File: config.mk
export PLATFORM = sky130hd
export DESIGN_NAME = turn_input_conditioner
export DESIGN_NICKNAME = d
export VERILOG_FILES = /design/src/rtl/turn_input_conditioner.sv
export SDC_FILE = /design/constraint.sdc
export NUM_CORES = 1
export LEC_CHECK = 0
export ABC_CLOCK_PERIOD_IN_PS = 2800
export BUFFER_PORTS_ARGS = -buffer_cell sky130_fd_sc_hd__buf_4
export CAP_MARGIN = 25
export CORE_MARGIN = 3
export CORE_UTILIZATION = 39
export CTS_BUF_LIST = sky130_fd_sc_hd__clkbuf_8 sky130_fd_sc_hd__clkbuf_16
export CTS_CLUSTER_DIAMETER = 100
export CTS_CLUSTER_SIZE = 14
export DETAILED_ROUTE_END_ITERATION = 6
export PLACE_DENSITY = 0.55
export SLEW_MARGIN = 40
export SYNTH_ARGS = -nofsm -noshare
export SYNTH_HDL_FRONTEND = slang
export SYNTH_SLANG_ARGS = --single-unit
File: constraint.sdc
create_clock -name clk -period 2.8 [get_ports clk]
set_clock_uncertainty 0.2 [all_clocks]
set_input_delay 0.28 -clock clk [delete_from_list [all_inputs] [get_ports clk]]
set_output_delay 0.28 -clock clk [all_outputs]
set_load 0.01 [all_outputs]
File: src/rtl/turn_input_conditioner.sv
// ============================================================================
// turn_input_conditioner: sync + debounce two active-low buttons and deliver
// one turn command per press on the game tick. Option macro: TURN_QUEUE_EN.
// Rev 1.0 - initial release
// ============================================================================
`default_nettype none

module turn_input_conditioner #(
    parameter int DEBOUNCE_CYCLES = 500000,
    parameter int CNT_W           = 20
) (
    input  logic clk,
    input  logic reset,
    input  logic btL,
    input  logic btR,
    input  logic tick,
    output logic turnleft,
    output logic turnright,
    output logic pend_left,
    output logic pend_right
);

    localparam logic [CNT_W-1:0] CNT_MAX = CNT_W'(DEBOUNCE_CYCLES - 1);

    logic [1:0] raw;
    logic [1:0] press;   // bit 0 = left, bit 1 = right

    assign raw = {btR, btL};

    genvar gi;
    generate
        for (gi = 0; gi < 2; gi++) begin : g_button
            logic             sync_a;
            logic             sync_b;
            logic             db;
            logic             db_prev;
            logic [CNT_W-1:0] cnt;

            always_ff @(posedge clk or posedge reset) begin
                if (reset) begin
                    sync_a  <= 1'b1;
                    sync_b  <= 1'b1;
                    db      <= 1'b1;
                    db_prev <= 1'b1;
                    cnt     <= '0;
                end else begin
                    sync_a  <= raw[gi];
                    sync_b  <= sync_a;
                    db_prev <= db;
                    if (sync_b != db) begin
                        if (cnt == CNT_MAX) begin
                            db  <= sync_b;
                            cnt <= '0;
                        end else begin
                            cnt <= cnt + CNT_W'(1);
                        end
                    end else begin
                        cnt <= '0;
                    end
                end
            end

            // Only the debounced falling edge (press) is an event
            assign press[gi] = db_prev & ~db;
        end
    endgenerate

`ifdef TURN_QUEUE_EN
    // Two-entry FIFO of turn codes; an entry bit of 1 means left
    logic [1:0] count, count_d;
    logic       head, head_d;
    logic       tail, tail_d;
    logic [1:0] count_mid;
    logic       single_press;

    assign single_press = press[0] ^ press[1];

    always_comb begin
        count_mid = count;
        head_d    = head;
        tail_d    = tail;
        if (tick && (count != 2'd0)) begin
            head_d    = tail;
            count_mid = count - 2'd1;
        end
        count_d = count_mid;
        if (single_press) begin
            if (count_mid == 2'd0) begin
                head_d  = press[0];
                count_d = 2'd1;
            end else if (count_mid == 2'd1) begin
                tail_d  = press[0];
                count_d = 2'd2;
            end
        end
    end

    always_ff @(posedge clk or posedge reset) begin
        if (reset) begin
            count     <= 2'd0;
            head      <= 1'b0;
            tail      <= 1'b0;
            turnleft  <= 1'b0;
            turnright <= 1'b0;
        end else begin
            count <= count_d;
            head  <= head_d;
            tail  <= tail_d;
            if (tick) begin
                turnleft  <= (count != 2'd0) &  head;
                turnright <= (count != 2'd0) & ~head;
            end
        end
    end

    assign pend_left  = (count != 2'd0) &  head;
    assign pend_right = (count != 2'd0) & ~head;
`else
    logic pl_d;
    logic pr_d;

    // Tick consumes first, then a same-cycle press refills the slot
    always_comb begin
        pl_d = pend_left;
        pr_d = pend_right;
        if (tick) begin
            pl_d = 1'b0;
            pr_d = 1'b0;
        end
        if (press == 2'b11) begin
            pl_d = 1'b0;
            pr_d = 1'b0;
        end else if (press[0]) begin
            pl_d = 1'b1;
            pr_d = 1'b0;
        end else if (press[1]) begin
            pl_d = 1'b0;
            pr_d = 1'b1;
        end
    end

    always_ff @(posedge clk or posedge reset) begin
        if (reset) begin
            pend_left  <= 1'b0;
            pend_right <= 1'b0;
            turnleft   <= 1'b0;
            turnright  <= 1'b0;
        end else begin
            pend_left  <= pl_d;
            pend_right <= pr_d;
            if (tick) begin
                turnleft  <= pend_left;
                turnright <= pend_right;
            end
        end
    end
`endif

endmodule

`default_nettype wire

==> run_results.csv <==
group,metric,value,unit
finish,nFillCells,594,
drt,routed_via_density,5.24,
critical_path,critPathSlowestCell,"or4b_1",
sta,fin_ws,612,ps
sta,hold_violations,0,
global_routing,antenna_found_initial,0,
flow_run,drv_cap,0,
power_and_ir_drop,p_sw_share,22.3,%
synthesis,muxShareOfSynthArea,2.63,%
critical_path,crit_chain,"or4b_1, or3_4, o21bai_4, nor2_1",
critical_path,cp.depth,4,
global_routing,grt_usage,13.3,%
critical_path,path_max_fanout,17,
placed_design,hpwl,3.14,mm
finish,final-seq-area,0.00131,mm^2
synthesis,netlist_area,0.00247,mm^2
synthesis,yosys_warnings,0,
clock_network,postCtsResizedCells,0,
critical_path,reg2reg_to,"g_button[0].cnt[10]",
sta,worst_pin_slew,611,ps
clock_network,clock_sinks,52,
critical_path,cp.required,2780,ps
critical_path,critPathCaptureType,"register",
clock_network,numCtsBuffers,5,
sta,slew_headroom,59.2,%
synthesis,synth_xor_area_share,11.0,%
critical_path,r2r_slack,610,ps
power_and_ir_drop,powerDensity,490,mW/mm^2
power_and_ir_drop,power_frac_comb,3.9,%
critical_path,r2r_cells,4,
power_and_ir_drop,power.internal,1050,uW
power_and_ir_drop,p_sw,302,uW
clock_network,cts_tree,"yes",
global_routing,grt_max_degree,31,
drt,wl,4.44,mm
drt,route.detailed.wl_per_inst,13.7,um
sta,setup_violations,0,
critical_path,crit_type,"register to register",
synthesis,synth_simple_gate_area_share,24.6,%
synthesis,syn_inst,233,
global_routing,overflow,0,
sta,fin_setup_tns,0,ps
power_and_ir_drop,vdd_drop_max,0.193,mV
synthesis,synth_nets,240,
die,die_area,0.00733,mm^2
die,core_region_area,0.00603,mm^2
die,die_x,85.6,um
synthesis,synth_fa_ha_area_share,1.01,%
run_status,outcome,"finished clean",
critical_path,worstSetupStartpoint,"g_button[0].cnt[11]",
drt,drc,0,
placed_design,preCtsSetupSlack,600,ps
critical_path,cp_slowest_stage_delay,530,ps
critical_path,rr_startpoint,"g_button[0].cnt[11]",
critical_path,arrival,2170,ps
critical_path,crit_path_start_kind,"register",
placed_design,io_buffers,8,
synthesis,synth-seq-cells,52,
synthesis,ys_seq_area_share,53.0,%
clock_network,clockBufferDepth,2,
drt,vias,1704,
synthesis,yosysUniqueCellTypes,36,
power_and_ir_drop,p_clk_share,39.0,%
drt,drt-initial-drc-count,60,
global_routing,grt_pass1_wl,7.73,mm
die,start_util,41.0,%
sta,final.min_clock_period,2190,ps
worst_hold_path,hold_class,"input port to register",
finish,multi_input_area,0.00110,mm^2
sta,max_freq,0.457,GHz
finish,drive_gt1_share,14.8,%
die,num_rows,28,
sta,fin_crit_sh,78.1,%
critical_path,path_buf_inv,0,
worst_hold_path,holdCritStartpoint,"tick",
power_and_ir_drop,total_leakage_power,0.00110,uW
clock_network,clk_latency,310,ps
drt,drt_pre_antenna_iters,4,
sta,rsz0062_at_grt,"false",
synthesis,synth_top_family_by_area,"simple AND/OR/NAND/NOR gates",
drt,detail-route-antenna-nets,0,
sta,drv_slew,0,
power_and_ir_drop,seqPwrFrac,57.1,%
finish,final_cell_area,0.00276,mm^2
global_routing,grt_pass1_vias,1638,
die,die_y,85.6,um
clock_network,cts-root-buf,"clkbuf_8",
placed_design,place_area,0.00262,mm^2
synthesis,synth.avg_cell_area,10.6,um^2
critical_path,crit_path_end,"g_button[0].cnt[10]",
finish,diodes,0,
die,io_pins,9,
finish,syn_to_final_growth,11.8,%
clock_network,htree_levels,2,
finish,fin_nets,256,
synthesis,synth_compound_area_share,5.11,%
clock_network,cts.clk_slew.worst_paths,100,ps
critical_path,crit_family,"simple AND/OR/NAND/NOR gates",
clock_network,cts_setup_buffers,0,
placed_design,gp_congestion,0.745,
metal layers:
layer	wire length [um]	GRT usage, %	vias to the layer above	part of all wire, %
li1	-	-	856	-
met1	2330	19.1	819	53
met2	1880	19.6	23	42
met3	162	3.17	6	3.7
met4	68	4.75	0	1.5
met5	0	0	-	0
cells in the mapped netlist:
library cell	n	area share, %
a21oi_1	8	1.6
and3_1	2	0.51
and4_1	3	1.1
buf_2	3	0.61
buf_6	1	0.46
clkbuf_2	1	0.20
dfrtp_1	44	45
dfstp_2	8	8.5
ha_1	2	1.0
inv_1	9	1.4
mux2_2	4	1.8
mux2i_1	2	0.81
nand2_1	8	1.2
nand2b_1	2	0.51
nand3_1	14	2.8
nand4_1	14	3.5
nand4_2	1	0.51
nand4bb_1	1	0.46
nor2_1	38	5.8
nor2b_1	2	0.51
nor3_1	3	0.61
nor4_1	11	2.8
nor4_2	1	0.51
nor4b_1	2	0.71
o21a_1	1	0.30
o21ai_0	2	0.40
o21bai_4	1	0.76
o31ai_1	3	0.91
o41ai_4	1	1.1
or2_1	1	0.25
or3_1	3	0.76
or3_4	1	0.46
or4_1	4	1.2
or4b_1	1	0.40
xnor2_1	19	6.7
xor2_1	12	4.3
cells in the final DEF (no fill, tap or decap), types with 4 or more instances in the layout:
cell and count:
nand2_1 8, dfstp_2 8, dfrtp_1 44, nand4_1 14
xor2_1 12, inv_1 8, mux2_2 4, or4_1 4
buf_4 11, clkbuf_8 5, nor4_1 11, xnor2_1 19
nor2_1 38, a21oi_1 8, nand3_1 14
timing repair:
item	CTS	global route
hold buffers	3	0
endpoints found under the setup margin	0	0
hold endpoints to repair	27	0
power by group through the flow:
stage | registers, uW | logic (uW) | clock network (uW)
floorplan | 785 | 35.5 | 0
global placement | 787 | 51.3 | 0
detailed placement | 788 | 51.8 | 0
CTS | 773 | 55.6 | 551
global route | 776 | 61.7 | 577
finish | 773 | 52.8 | 528
kinds of logic after synthesis:
family / count (synthesis)
AOI/OAI and AO/OA: 16
xor gates and xnor gates: 31
adders and majority gates: 2
buffers and inverters: 14
DFF: 52
muxes: 6
and+or+nand+nor: 112
worst min path at each step:
stage,to,depth (start not counted),slack [ps]
floorplan,g_button[0].sync_a,0,80
global placement,g_button[0].sync_b,0,150
detailed placement,g_button[0].sync_b,0,150
CTS,turnright,2,30
global route,turnleft,2,30
finish,turnright,2,30
stage by stage:
| step | cells | total power, uW | utilization [%] | hold slack [ps] |
|---|---|---|---|---|
| after floorplan | 233 | 821 | - | 84.5 |
| after global placement | 314 | 839 | 43.4 | 146 |
| after detailed placement | 314 | 839 | 43.4 | 147 |
| after CTS | 325 | 1380 | 45.9 | 29.0 |
| after global routing | 325 | 1410 | 45.9 | 32.0 |
| final | 325 | 1350 | 45.9 | 33.0 |
layout make-up:
class | count | area share (%)
Timing Repair Buffer | 14 | 4.07
Tap cell | 75 | 3.40
Sequential cell | 52 | 47.4
Inverter | 9 | 1.22
Clock inverter | 3 | 1.72
Multi-Input combinational cell | 167 | 39.7
Clock buffer | 5 | 2.49
sequential cells by signal (all words and copies together), names as in the netlist:
name and cells:
g_button.sync_b 2, g_button.cnt 40, turnright 1, g_button.db_prev 2, pend_left 1, g_button.sync_a 2
g_button.db 2, pend_right 1, turnleft 1
Power figures use the tool's default switching activity.
